==> config.mk <==
export PLATFORM = sky130hd
export DESIGN_NAME = hazard_ctrl
export DESIGN_NICKNAME = d
export VERILOG_FILES = /design/src/rtl/hazard_ctrl.sv
export SDC_FILE = /design/constraint.sdc
export NUM_CORES = 1
export LEC_CHECK = 0
export CAP_MARGIN = 20
export CORE_ASPECT_RATIO = 0.5
export CORE_MARGIN = 2
export CORE_UTILIZATION = 51
export DETAILED_ROUTE_END_ITERATION = 16
export GPL_ROUTABILITY_DRIVEN = 0
export GPL_TIMING_DRIVEN = 0
export HOLD_SLACK_MARGIN = 0.02
export PLACE_DENSITY = 0.95
export SETUP_SLACK_MARGIN = 0.15
export SLEW_MARGIN = 20
export SYNTH_ARGS = -nofsm -noshare
export SYNTH_HDL_FRONTEND = slang
export SYNTH_SLANG_ARGS = --single-unit
export TNS_END_PERCENT = 20
==> constraint.sdc <==
create_clock -name clk -period 4.1 [get_ports clk]
set_clock_uncertainty 0.05 [all_clocks]
set_input_delay 1.23 -clock clk [delete_from_list [all_inputs] [get_ports clk]]
set_output_delay 1.23 -clock clk [all_outputs]
set_load 0.05 [all_outputs]
==> src/rtl/hazard_ctrl.sv <==
// rtl/hazard_ctrl.sv - hazard unit: forwarding, stall/flush control, redirect tracker, perf counters
module hazard_ctrl #(
  parameter int CNT_W = 16,
  parameter int AW    = 4
) (
  input  logic             clk,
  input  logic             reset,
  input  logic             perf_clr,
  input  logic [AW-1:0]    RA1D,
  input  logic [AW-1:0]    RA2D,
  input  logic [AW-1:0]    RA1E,
  input  logic [AW-1:0]    RA2E,
  input  logic [AW-1:0]    WA3E,
  input  logic [AW-1:0]    WA3M,
  input  logic [AW-1:0]    WA3W,
  input  logic             MemtoRegE,
  input  logic             RegWriteM,
  input  logic             RegWriteW,
  input  logic             PCSrcD,
  input  logic             PCSrcE,
  input  logic             PCSrcM,
  input  logic             PCSrcW,
  input  logic             BranchTakenE,
  output logic [1:0]       ForwardAE,
  output logic [1:0]       ForwardBE,
  output logic             StallF,
  output logic             StallD,
  output logic             FlushD,
  output logic             FlushE,
  output logic [CNT_W-1:0] stall_cnt,
  output logic [CNT_W-1:0] flush_cnt,
  output logic [CNT_W-1:0] redir_cnt,
  output logic             redir_err,
  output logic [1:0]       trk_state
);

  typedef enum logic [1:0] {
    IDLE = 2'b00,
    TE   = 2'b01,
    TM   = 2'b10,
    TW   = 2'b11
  } trk_t;

  trk_t             state_q, state_d;
  logic             err_set;
  logic             err_q;
  logic [CNT_W-1:0] stall_q, flush_q, redir_q;
  logic             ldrstall;
  logic             pcpend;

  // Operand forwarding: the younger producer in Memory beats Writeback.
  always_comb begin
    ForwardAE = 2'b00;
    ForwardBE = 2'b00;
    if (RegWriteM && (RA1E == WA3M))      ForwardAE = 2'b10;
    else if (RegWriteW && (RA1E == WA3W)) ForwardAE = 2'b01;
    if (RegWriteM && (RA2E == WA3M))      ForwardBE = 2'b10;
    else if (RegWriteW && (RA2E == WA3W)) ForwardBE = 2'b01;
  end

  // Load-use stall and PC-write flush controls, no registering.
  always_comb begin
    ldrstall = MemtoRegE && ((WA3E == RA1D) || (WA3E == RA2D));
    pcpend   = PCSrcD || PCSrcE || PCSrcM;
    StallF   = ldrstall || pcpend;
    StallD   = ldrstall;
    FlushD   = pcpend || PCSrcW || BranchTakenE;
    FlushE   = ldrstall || BranchTakenE;
  end

  // Tracker state register; reset abandons any in-flight redirect silently.
  always_ff @(posedge clk or posedge reset) begin
    if (reset) state_q <= IDLE;
    else       state_q <= state_d;
  end

  // Tracker next state: follow an accepted PC writer down to Writeback.
  always_comb begin
    state_d = state_q;
    err_set = 1'b0;
    case (state_q)
      IDLE: if (PCSrcD && !FlushE) state_d = TE;
      TE:   state_d = PCSrcE ? TM : IDLE;
      TM: begin
        if (PCSrcM) state_d = TW;
        else begin
          state_d = IDLE;
          err_set = 1'b1;
        end
      end
      TW: begin
        state_d = IDLE;
        err_set = !PCSrcW;
      end
      default: state_d = IDLE;
    endcase
  end

  // Sticky error flag; a clear wins over a same-cycle failure.
  always_ff @(posedge clk or posedge reset) begin
    if (reset)         err_q <= 1'b0;
    else if (perf_clr) err_q <= 1'b0;
    else if (err_set)  err_q <= 1'b1;
  end

  // Saturating event counters; clear has priority over increment.
  always_ff @(posedge clk or posedge reset) begin
    if (reset) begin
      stall_q <= '0;
      flush_q <= '0;
      redir_q <= '0;
    end else if (perf_clr) begin
      stall_q <= '0;
      flush_q <= '0;
      redir_q <= '0;
    end else begin
      if (ldrstall && (stall_q != '1))          stall_q <= stall_q + CNT_W'(1);
      if ((FlushD || FlushE) && (flush_q != '1)) flush_q <= flush_q + CNT_W'(1);
      if (PCSrcW && (redir_q != '1))            redir_q <= redir_q + CNT_W'(1);
    end
  end

  assign stall_cnt = stall_q;
  assign flush_cnt = flush_q;
  assign redir_cnt = redir_q;
  assign redir_err = err_q;
  assign trk_state = state_q;

endmodule

==> flow_metrics.env, run 1 <==
export IMPL_grt_setup_unrepaired="true"
export IMPL_final_min_clock_period_ns=4.02
export IMPL_grt_pass1_wl_mm=15.0
export IMPL_fp_dieH_um=60.2
export IMPL_yosys_area_top_type="dfrtp_1"
export IMPL_cts_tree="done"
export IMPL_r2r_start="flush_cnt[0]"
export IMPL_synth_area_sq_mm=0.00322
export IMPL_clockBufferDepth=2
export IMPL_ys_flop_type="dfrtp_1"
export IMPL_crit_path_end="StallF"
export IMPL_final_common_cell="clkdlybuf4s50_1"
export IMPL_required_ns=2.82
export IMPL_io_buffers=97
export IMPL_min_period_over_period=0.981
export IMPL_final_cell_mix="clkdlybuf4s50_1, dfrtp_1, a21oi_1"
export IMPL_drtAntennaViolNets=0
export IMPL_dpl_cell_area_sq_mm=0.00434
export IMPL_endpoint_kind="primary output"
export IMPL_hold_depth=2
export IMPL_final_util=0.748
export IMPL_yosysSeqAreaShare=0.397
export IMPL_clkLatencyLatePin_ns=0.29
export IMPL_finalInstanceArea_sq_mm=0.00455
export IMPL_timing_reg2reg_setup_slack_ns=1.61
export IMPL_drt_total_wl_mm=9.27
export IMPL_drc=0
export IMPL_worst_setup_path_start_kind="input port"
export IMPL_dieArea_sq_mm=0.00700
export IMPL_r2r_worst_path_cells=7
export IMPL_via_count=3246
export IMPL_clkTransAtPathRegs_ns=0.07
export IMPL_synthTopCellsByArea="dfrtp_1, xor2_1, a21oi_1"
export IMPL_viasPerCell=5.93
export IMPL_crit_arrival_ns=2.74
export IMPL_synth_enable_flop_cells=0
export IMPL_coreArea_sq_mm=0.00608
export IMPL_num_antenna_cells=0
export IMPL_syn_avg_cell_area_sq_um=9.24
export IMPL_antenna_found_initial=0
export IMPL_synth_cell_types=51
export IMPL_cts_hold_fix_buffers=0
export IMPL_initial_core_util=0.529
export IMPL_overflow=0
export IMPL_async_reset_ff_frac=1.00
export IMPL_clockRootBuffer="clkbuf_16"
export IMPL_status="complete, no violations"
export IMPL_power_density_mw_per_mm2=257
export IMPL_power_leakage_nw=1.85
export IMPL_numClockSinks=51
export IMPL_synth_seq_cells=51
export IMPL_area_growth_pct=41.4
export IMPL_h_tree_depth=2
export IMPL_drive_above_1_share=0.120
export IMPL_nNetsFinal=500
export IMPL_slew_violations=0
export IMPL_io_pin_count=98
export IMPL_synth_nets=390
export IMPL_hold_viol_final=0
export IMPL_ir_worst_vdd_mv=0.189
export IMPL_synth_cells=348
export IMPL_setup_violations=0
export IMPL_synth_top_cell_area_share=0.397
export IMPL_slew_headroom=0.598
export IMPL_numCtsBuffers=5
export IMPL_dp_hpwl_mm=6.42
export IMPL_fmaxAchievable_ghz=0.249
export IMPL_drt_pass1_iterations=4
export IMPL_grtUsageTotal=0.275
export IMPL_path_max_fanout=7
export IMPL_tightest_slew_ns=0.599
export IMPL_grt_max_degree=28
export IMPL_yosysWarnings=0
export IMPL_hold_path_class="flop to flop"
export IMPL_r2r_end="flush_cnt[13]"
export IMPL_grt_pass1_vias=3107
export IMPL_path_class="input port to primary output"
export IMPL_cap_violations=0
export IMPL_die_width_um=116
export IMPL_setup_worst_path_start="RA1D[0]"
export IMPL_drt_iter0_drc=239
export IMPL_rows=20
export IMPL_wl_per_cell_um=16.9
-- timing repair --
action	CTS	global route
endpoints found under the hold margin	0	0
pin swaps	3	3
endpoints found under the setup margin	8	8
gates resized for setup	47	7
buffers inserted	3	2
-- through the flow --
stage / cells / total power, mW / setup WS [ns] / TNS, ns / hold WS [ns]
floorplan: 348 / 0.655 / -0.0991 / -0.0991 / 0.720
global placement: 533 / 0.743 / -0.785 / -3.94 / 0.424
detailed placement: 534 / 0.751 / -0.805 / -4.02 / 0.448
CTS: 545 / 1.17 / 0.0401 / 0 / 0.465
global route: 547 / 1.21 / -0.0112 / -0.0112 / 0.483
finish: 547 / 1.17 / 0.0776 / 0 / 0.467
-- flip-flops by register name, indices dropped and copies added (netlist names) --
signal     cells
redir_cnt     16
redir_err      1
flush_cnt     16
stall_cnt     16
trk_state      2
-- critical path, cell delays in order --
cell	delay (ns)
clkdlybuf4s50_1	0.49
xor2_1	0.27
nor4_4	0.07
o21ai_2	0.27
buf_6	0.17
nand2b_1	0.08
buf_6	0.16
-- where the power goes --
part	total (mW)	internal, mW	switching [mW]
logic	0.223	0.0919	0.131
registers	0.527	0.512	0.0148
clock network	0.418	0.225	0.193
-- synth_stat cells, types with 3 or more instances --
| library cell | n |
|---|---|
| nor4b_1 | 4 |
| o31ai_1 | 6 |
| or4_1 | 6 |
| and3_1 | 10 |
| nand4_1 | 19 |
| and4_1 | 8 |
| and2_1 | 5 |
| nor2b_1 | 10 |
| nand3_1 | 17 |
| or3_1 | 14 |
| xnor2_1 | 7 |
| mux2i_1 | 4 |
| inv_1 | 8 |
| nor2_1 | 29 |
| mux2_2 | 9 |
| o21ai_0 | 15 |
| nand2_1 | 15 |
| clkbuf_1 | 10 |
| nand2b_1 | 4 |
| dfrtp_1 | 51 |
| a21oi_1 | 30 |
| ha_1 | 3 |
| xor2_1 | 27 |
| nor3_1 | 5 |
-- how the worst min path moves through the flow --
stage                 start           end
2_1_floorplan  trk_state[0]  trk_state[0]
3_3_place_gp      redir_err     redir_err
3_5_place_dp      redir_err     redir_err
4_1_cts           redir_err     redir_err
5_1_grt        trk_state[0]  trk_state[0]
6_report          redir_err     redir_err
-- logic make-up (layout without fill, tap and decap cells) --
kind of cell	after synthesis	after routing	share of synthesized area
simple gates	159	159	0.298
compound gates	65	65	0.126
flops	51	51	0.397
xor+xnor	34	34	0.0926
buf+inv	23	134	0.0311
mux	13	13	0.0440
fa+ha+maj	3	3	0.0117
-- area by class of cell --
type,instances,area (sq um)
multi-input cells,274,1900
fillers,421,1530
flip-flops and latches,51,1280
repair buffers,103,1010
clock buffers,5,125
well taps,88,110
plain buffers,14,72.6
inverters,9,33.8
clock inverters,3,20.0
-- metal layers --
layer | up-vias | GRT usage | share of wire
met5 | - | 0 | 0
met4 | 0 | 0.100 | 0.020
met3 | 21 | 0.0548 | 0.084
met2 | 150 | 0.507 | 0.50
met1 | 1572 | 0.325 | 0.39
li1 | 1503 | - | -
Note: power is estimated with default switching activity, not from simulation.
==> run 2: changes to the inputs <==
==> constraint.sdc (replaced) <==
create_clock -name clk -period 4.1 [get_ports clk]
set_clock_uncertainty 0.05 [all_clocks]
set_input_delay 0.82 -clock clk [delete_from_list [all_inputs] [get_ports clk]]
set_output_delay 0.82 -clock clk [all_outputs]
set_load 0.05 [all_outputs]
==> run 2 against run 1 <==
Maximum frequency grew 4.1%. Global-route usage shrank 2.1 points. Total power grew 4.0%. Count of clock-buffer cells in the layout is the same. Non-clock buffer count shrank 5. Utilization shrank 1.1 points. Sequential share of layout area grew 0.41 points. Cell count shrank 1.1%. First-iteration DRC count shrank 8.8%. Flip-flop and latch count is the same. Critical endpoint is now FlushD.
==> flow_metrics.env, run 2 (synthesized netlist as in run 1, its figures left out) <==
export IMPL_swShare=0.272
export IMPL_clkLatencyLatePin_ns=0.29
export IMPL_dieArea_sq_mm=0.00700
export IMPL_grtUsageTotal=0.254
export IMPL_viasPerCell=5.86
export IMPL_hold_viol_final=0
export IMPL_fmaxAchievable_ghz=0.259
export IMPL_seqPwrFrac=0.433
export IMPL_ir_worst_vdd_mv=0.192
export IMPL_drive_above_1_share=0.0751
export IMPL_min_period_over_period=0.943
export IMPL_die_width_um=116
export IMPL_io_buffers=97
export IMPL_tightest_slew_ns=0.597
export IMPL_io_pin_count=98
export IMPL_crit_arrival_ns=3.00
export IMPL_final_common_cell="clkdlybuf4s50_1"
export IMPL_setup_violations=0
export IMPL_wl_per_cell_um=16.7
export IMPL_numCtsBuffers=5
export IMPL_area_growth_pct=39.4
export IMPL_drt_pass1_iterations=5
export IMPL_numClockSinks=51
export IMPL_fillCellCount=404
export IMPL_grt_setup_unrepaired="false"
export IMPL_nNetsFinal=495
export IMPL_path_class="input port to primary output"
export IMPL_endpoint_kind="primary output"
export IMPL_antenna_found_initial=0
export IMPL_drt_total_wl_mm=9.03
export IMPL_cts_tree="done"
export IMPL_power_density_mw_per_mm2=271
export IMPL_fp_dieH_um=60.2
export IMPL_clkTransAtPathRegs_ns=0.07
export IMPL_slew_violations=0
export IMPL_fin_hold_ws_ns=0.461
export IMPL_multi_input_area_sq_mm=0.00185
export IMPL_num_antenna_cells=0
export IMPL_cap_violations=0
export IMPL_required_ns=3.23
export IMPL_instances_no_fill=541
export IMPL_grt_pass1_wl_mm=13.8
export IMPL_coreArea_sq_mm=0.00608
export IMPL_final_util=0.737
export IMPL_cellInternalPower_uw=885
export IMPL_cts_setup_buffers=0
export IMPL_final_cell_mix="clkdlybuf4s50_1, dfrtp_1, a21oi_1"
export IMPL_grt_max_degree=36
export IMPL_via_count=3172
export IMPL_final_min_clock_period_ns=3.87
export IMPL_drt_iter0_drc=218
export IMPL_worst_setup_path_start_kind="input port"
export IMPL_rows=20
export IMPL_slew_headroom=0.600
export IMPL_grt_pass1_vias=2899
export IMPL_dp_hpwl_mm=6.26
export IMPL_power_switching_uw=330
export IMPL_pwr_share_comb=0.174
export IMPL_initial_core_util=0.529
export IMPL_power_leakage_nw=1.78
export IMPL_clockRootBuffer="clkbuf_16"
export IMPL_dp_cells=534
export IMPL_h_tree_depth=2
export IMPL_overflow=0
export IMPL_power_total_mw=1.22
export IMPL_drc=0
export IMPL_hold_path_class="flop to flop"
export IMPL_cts_hold_fix_buffers=0
export IMPL_path_max_fanout=10
export IMPL_seqCellArea_sq_mm=0.00128
export IMPL_clockBufferDepth=2
export IMPL_clkPwrFrac=0.392
export IMPL_drtAntennaViolNets=0
export IMPL_status="complete, no violations"
run 2: changes by cell type in the layout (fill, tap and decap cells not counted), moves of 2 or more:
cell / delta
dlygate4sd2_1: -2
buf_2: -2
xor2_1: +5
xor2_2: -5
buf_4: -6
buf_6: -3
dlymetal6s2s_1: -2
clkdlybuf4s50_1: +11
run 2: area by class of cell:
class,instances,area share
clock inverters,2,0.00837
well taps,88,0.0246
multi-input cells,274,0.412
repair buffers,98,0.220
inverters,9,0.00754
plain buffers,14,0.0148
flip-flops and latches,51,0.285
clock buffers,5,0.0279
run 2: power by group through the flow:
stage,Clock [mW],Sequential [mW],Combinational (mW)
detailed placement,0,0.536,0.213
CTS,0.476,0.526,0.213
global route,0.499,0.527,0.226
floorplan,0,0.568,0.0855
global placement,0,0.535,0.206
finish,0.477,0.527,0.212
run 2: stage by stage:
step	worst slack, ns	instance area, sq um	setup TNS, ns
floorplan	-0.0376	3220	-0.0376
global placement	0.0341	4300	0
detailed placement	-0.000308	4320	-0.000308
CTS	0.260	4480	0
global route	0.158	4480	0
finish	0.235	4480	0
run 2: routing by layer:
metal  up-vias  share of wire  track usage
met5         -              0            0
li1       1502              -            -
met2       143           0.50        0.445
met1      1506           0.40        0.321
met3        21          0.080       0.0487
met4         0          0.019       0.0850
run 2: repair_timing:
item	CTS	global route
setup endpoints to repair	3	0
hold endpoints to repair	0	0
gates resized for setup	3	0
run 2: worst max-delay path, cell delays in order:
cell             delay [ns]
clkdlybuf4s50_1        0.49
or3_4                  0.43
nor3_4                 0.34
inv_2                  0.17
clkdlybuf4s50_1        0.74
run 2: path summary, 6_finish.rpt:
path	start	endpoint	slack, ns	cells after the start
worst max-delay path	PCSrcM	FlushD	0.23	5
worst min-delay path	trk_state[0]	trk_state[0]	0.46	1
worst max register to register	flush_cnt[0]	flush_cnt[13]	1.68	7
worst min register to register	trk_state[0]	trk_state[0]	0.46	1
max in group asynchronous	reset	flush_cnt[10]	2.72	3
min in group asynchronous	reset	stall_cnt[4]	0.77	2
==> run 3: changes to the inputs <==
--- a/config.mk
+++ b/config.mk
@@ -6,12 +6,14 @@
 export NUM_CORES = 1
 export LEC_CHECK = 0
 export CAP_MARGIN = 20
+export CELL_PAD_IN_SITES_DETAIL_PLACEMENT = 0
+export CELL_PAD_IN_SITES_GLOBAL_PLACEMENT = 1
 export CORE_ASPECT_RATIO = 0.5
 export CORE_MARGIN = 2
-export CORE_UTILIZATION = 51
+export CORE_UTILIZATION = 38
 export DETAILED_ROUTE_END_ITERATION = 16
 export GPL_ROUTABILITY_DRIVEN = 0
-export GPL_TIMING_DRIVEN = 0
+export GPL_TIMING_DRIVEN = 1
 export HOLD_SLACK_MARGIN = 0.02
 export PLACE_DENSITY = 0.95
 export SETUP_SLACK_MARGIN = 0.15
==> run 3 against run 2 <==
Worst setup slack improved by 0.18 ns. Global-route usage fell by 7.7 points. First-iteration DRC count decreased by 30%.
==> flow_metrics.env, run 3 (synthesized netlist as in run 1, its figures left out) <==
export IMPL_endpoint_kind="primary output"
export IMPL_crit_arrival_ns=2.82
export IMPL_grt_met1_usage=0.238
export IMPL_grt_pass1_wl_mm=13.6
export IMPL_grtUsageTotal=0.177
export IMPL_final_common_cell="clkdlybuf4s50_1"
export IMPL_rows=23
export IMPL_seqCellArea_sq_mm=0.00128
export IMPL_overflow=0
export IMPL_path_class="input port to primary output"
export IMPL_fmaxAchievable_ghz=0.271
export IMPL_clkPwrFrac=0.401
export IMPL_slew_headroom=0.302
export IMPL_cellInternalPower_uw=906
export IMPL_cts_tree="done"
export IMPL_cap_violations=0
export IMPL_num_antenna_cells=0
export IMPL_final_min_clock_period_ns=3.69
export IMPL_slew_violations=0
export IMPL_clockRootBuffer="clkbuf_16"
export IMPL_seqPwrFrac=0.428
export IMPL_power_leakage_nw=1.79
export IMPL_setup_worst_path_start="WA3M[0]"
export IMPL_use_met2=0.289
export IMPL_numClockSinks=51
export IMPL_coreArea_sq_mm=0.00812
export IMPL_wl_per_cell_um=14.6
export IMPL_drtAntennaViolNets=0
export IMPL_drt_iter0_drc=153
export IMPL_r2r_worst_path_cells=5
export IMPL_hp_start="redir_err"
export IMPL_grt_pass1_vias=2874
export IMPL_drive_above_1_share=0.0878
export IMPL_power_total_mw=1.23
export IMPL_r2r_start="stall_cnt[0]"
export IMPL_pwr_share_comb=0.171
export IMPL_via_count=3041
export IMPL_clockBufferDepth=2
export IMPL_io_pin_count=98
export IMPL_die_width_um=134
export IMPL_clkTransAtPathRegs_ns=0.07
export IMPL_min_period_over_period=0.899
export IMPL_tightest_slew_ns=1.05
export IMPL_final_util=0.555
export IMPL_hold_depth=2
export IMPL_use_met3=0.0368
export IMPL_hold_path_class="flop to flop"
export IMPL_dpl_cell_area_sq_mm=0.00433
export IMPL_drt_total_wl_mm=8.12
export IMPL_grt_max_degree=60
export IMPL_nNetsFinal=485
export IMPL_fillCellCount=747
export IMPL_io_buffers=97
export IMPL_final_cell_mix="clkdlybuf4s50_1, dfrtp_1, a21oi_1"
export IMPL_cts_resized=0
export IMPL_cts_setup_buffers=0
export IMPL_drt_pass1_iterations=4
export IMPL_dieArea_sq_mm=0.00926
export IMPL_path_max_fanout=2
export IMPL_multi_input_area_sq_mm=0.00185
export IMPL_cts_hold_fix_buffers=0
export IMPL_dp_cells=548
export IMPL_power_density_mw_per_mm2=273
export IMPL_instances_no_fill=556
export IMPL_ir_worst_vdd_mv=0.192
export IMPL_clkLatencyLatePin_ns=0.29
export IMPL_worst_setup_path_start_kind="input port"
export IMPL_h_tree_depth=2
export IMPL_viasPerCell=5.47
export IMPL_fp_dieH_um=69.1
export IMPL_drc=0
export IMPL_hold_viol_final=0
export IMPL_initial_core_util=0.396
export IMPL_finalInstanceArea_sq_mm=0.00450
export IMPL_numCtsBuffers=5
export IMPL_antenna_found_initial=0
export IMPL_dp_hpwl_mm=5.78
export IMPL_required_ns=3.23
export IMPL_swShare=0.262
export IMPL_power_switching_uw=322
export IMPL_grt_setup_unrepaired="false"
export IMPL_setup_violations=0
export IMPL_status="complete, no violations"
export IMPL_area_growth_pct=40.0
export IMPL_gr_max_usage_layer="met2"
run 3: cell types whose count changed in the layout (fill, tap and decap cells not counted):
cell,change
clkbuf_1,-10
dlygate4sd2_1,-3
buf_2,-1
clkinvlp_4,-1
buf_4,+4
buf_12,+2
buf_6,-1
clkdlybuf4s50_1,-1
clkinv_2,+1
clkbuf_8,+1
run 3: final cells by class:
type | count | share of cell area
tap | 112 | 0.0311
inverter | 9 | 0.00750
timing repair buffer | 102 | 0.229
sequential | 51 | 0.283
clock buffer | 6 | 0.0308
multi-input combinational | 274 | 0.410
clock inverter | 2 | 0.00778
run 3: through the flow:
| stage | worst slack (ns) | hold WS (ns) | TNS (ns) |
|---|---|---|---|
| finish | 0.413 | 0.455 | 0 |
| global route | 0.308 | 0.479 | 0 |
| CTS | 0.410 | 0.466 | 0 |
| detailed placement | 0.418 | 0.450 | 0 |
| global placement | 0.451 | 0.440 | 0 |
| floorplan | -0.0376 | 0.720 | -0.0376 |
run 3: final timing paths:
| check | end | slack, ns |
|---|---|---|
| worst max-delay path | ForwardBE[1] | 0.41 |
| worst min-delay path | redir_err | 0.46 |
| worst max register to register | stall_cnt[13] | 1.86 |
| worst min register to register | redir_err | 0.46 |
| max in group asynchronous | redir_cnt[8] | 2.36 |
| min in group asynchronous | stall_cnt[2] | 0.92 |
run 3: critical path, cell delays in order:
cell,delay (ns)
clkdlybuf4s50_1,0.50
inv_1,0.07
a222oi_1,0.30
nor4b_2,0.28
clkdlybuf4s50_1,0.85
run 3: power groups by stage:
stage,clock network (mW),logic (mW),registers (mW)
after global routing,0.528,0.226,0.528
after detailed placement,0,0.213,0.536
after floorplan,0,0.0855,0.568
final,0.492,0.210,0.526
after global placement,0,0.210,0.536
after CTS,0.507,0.213,0.526
run 3: layer usage:
metal	vias up	wire, um
met3	5	510
met1	1481	3840
met2	88	3690
li1	1467	-
met4	0	75
met5	-	0
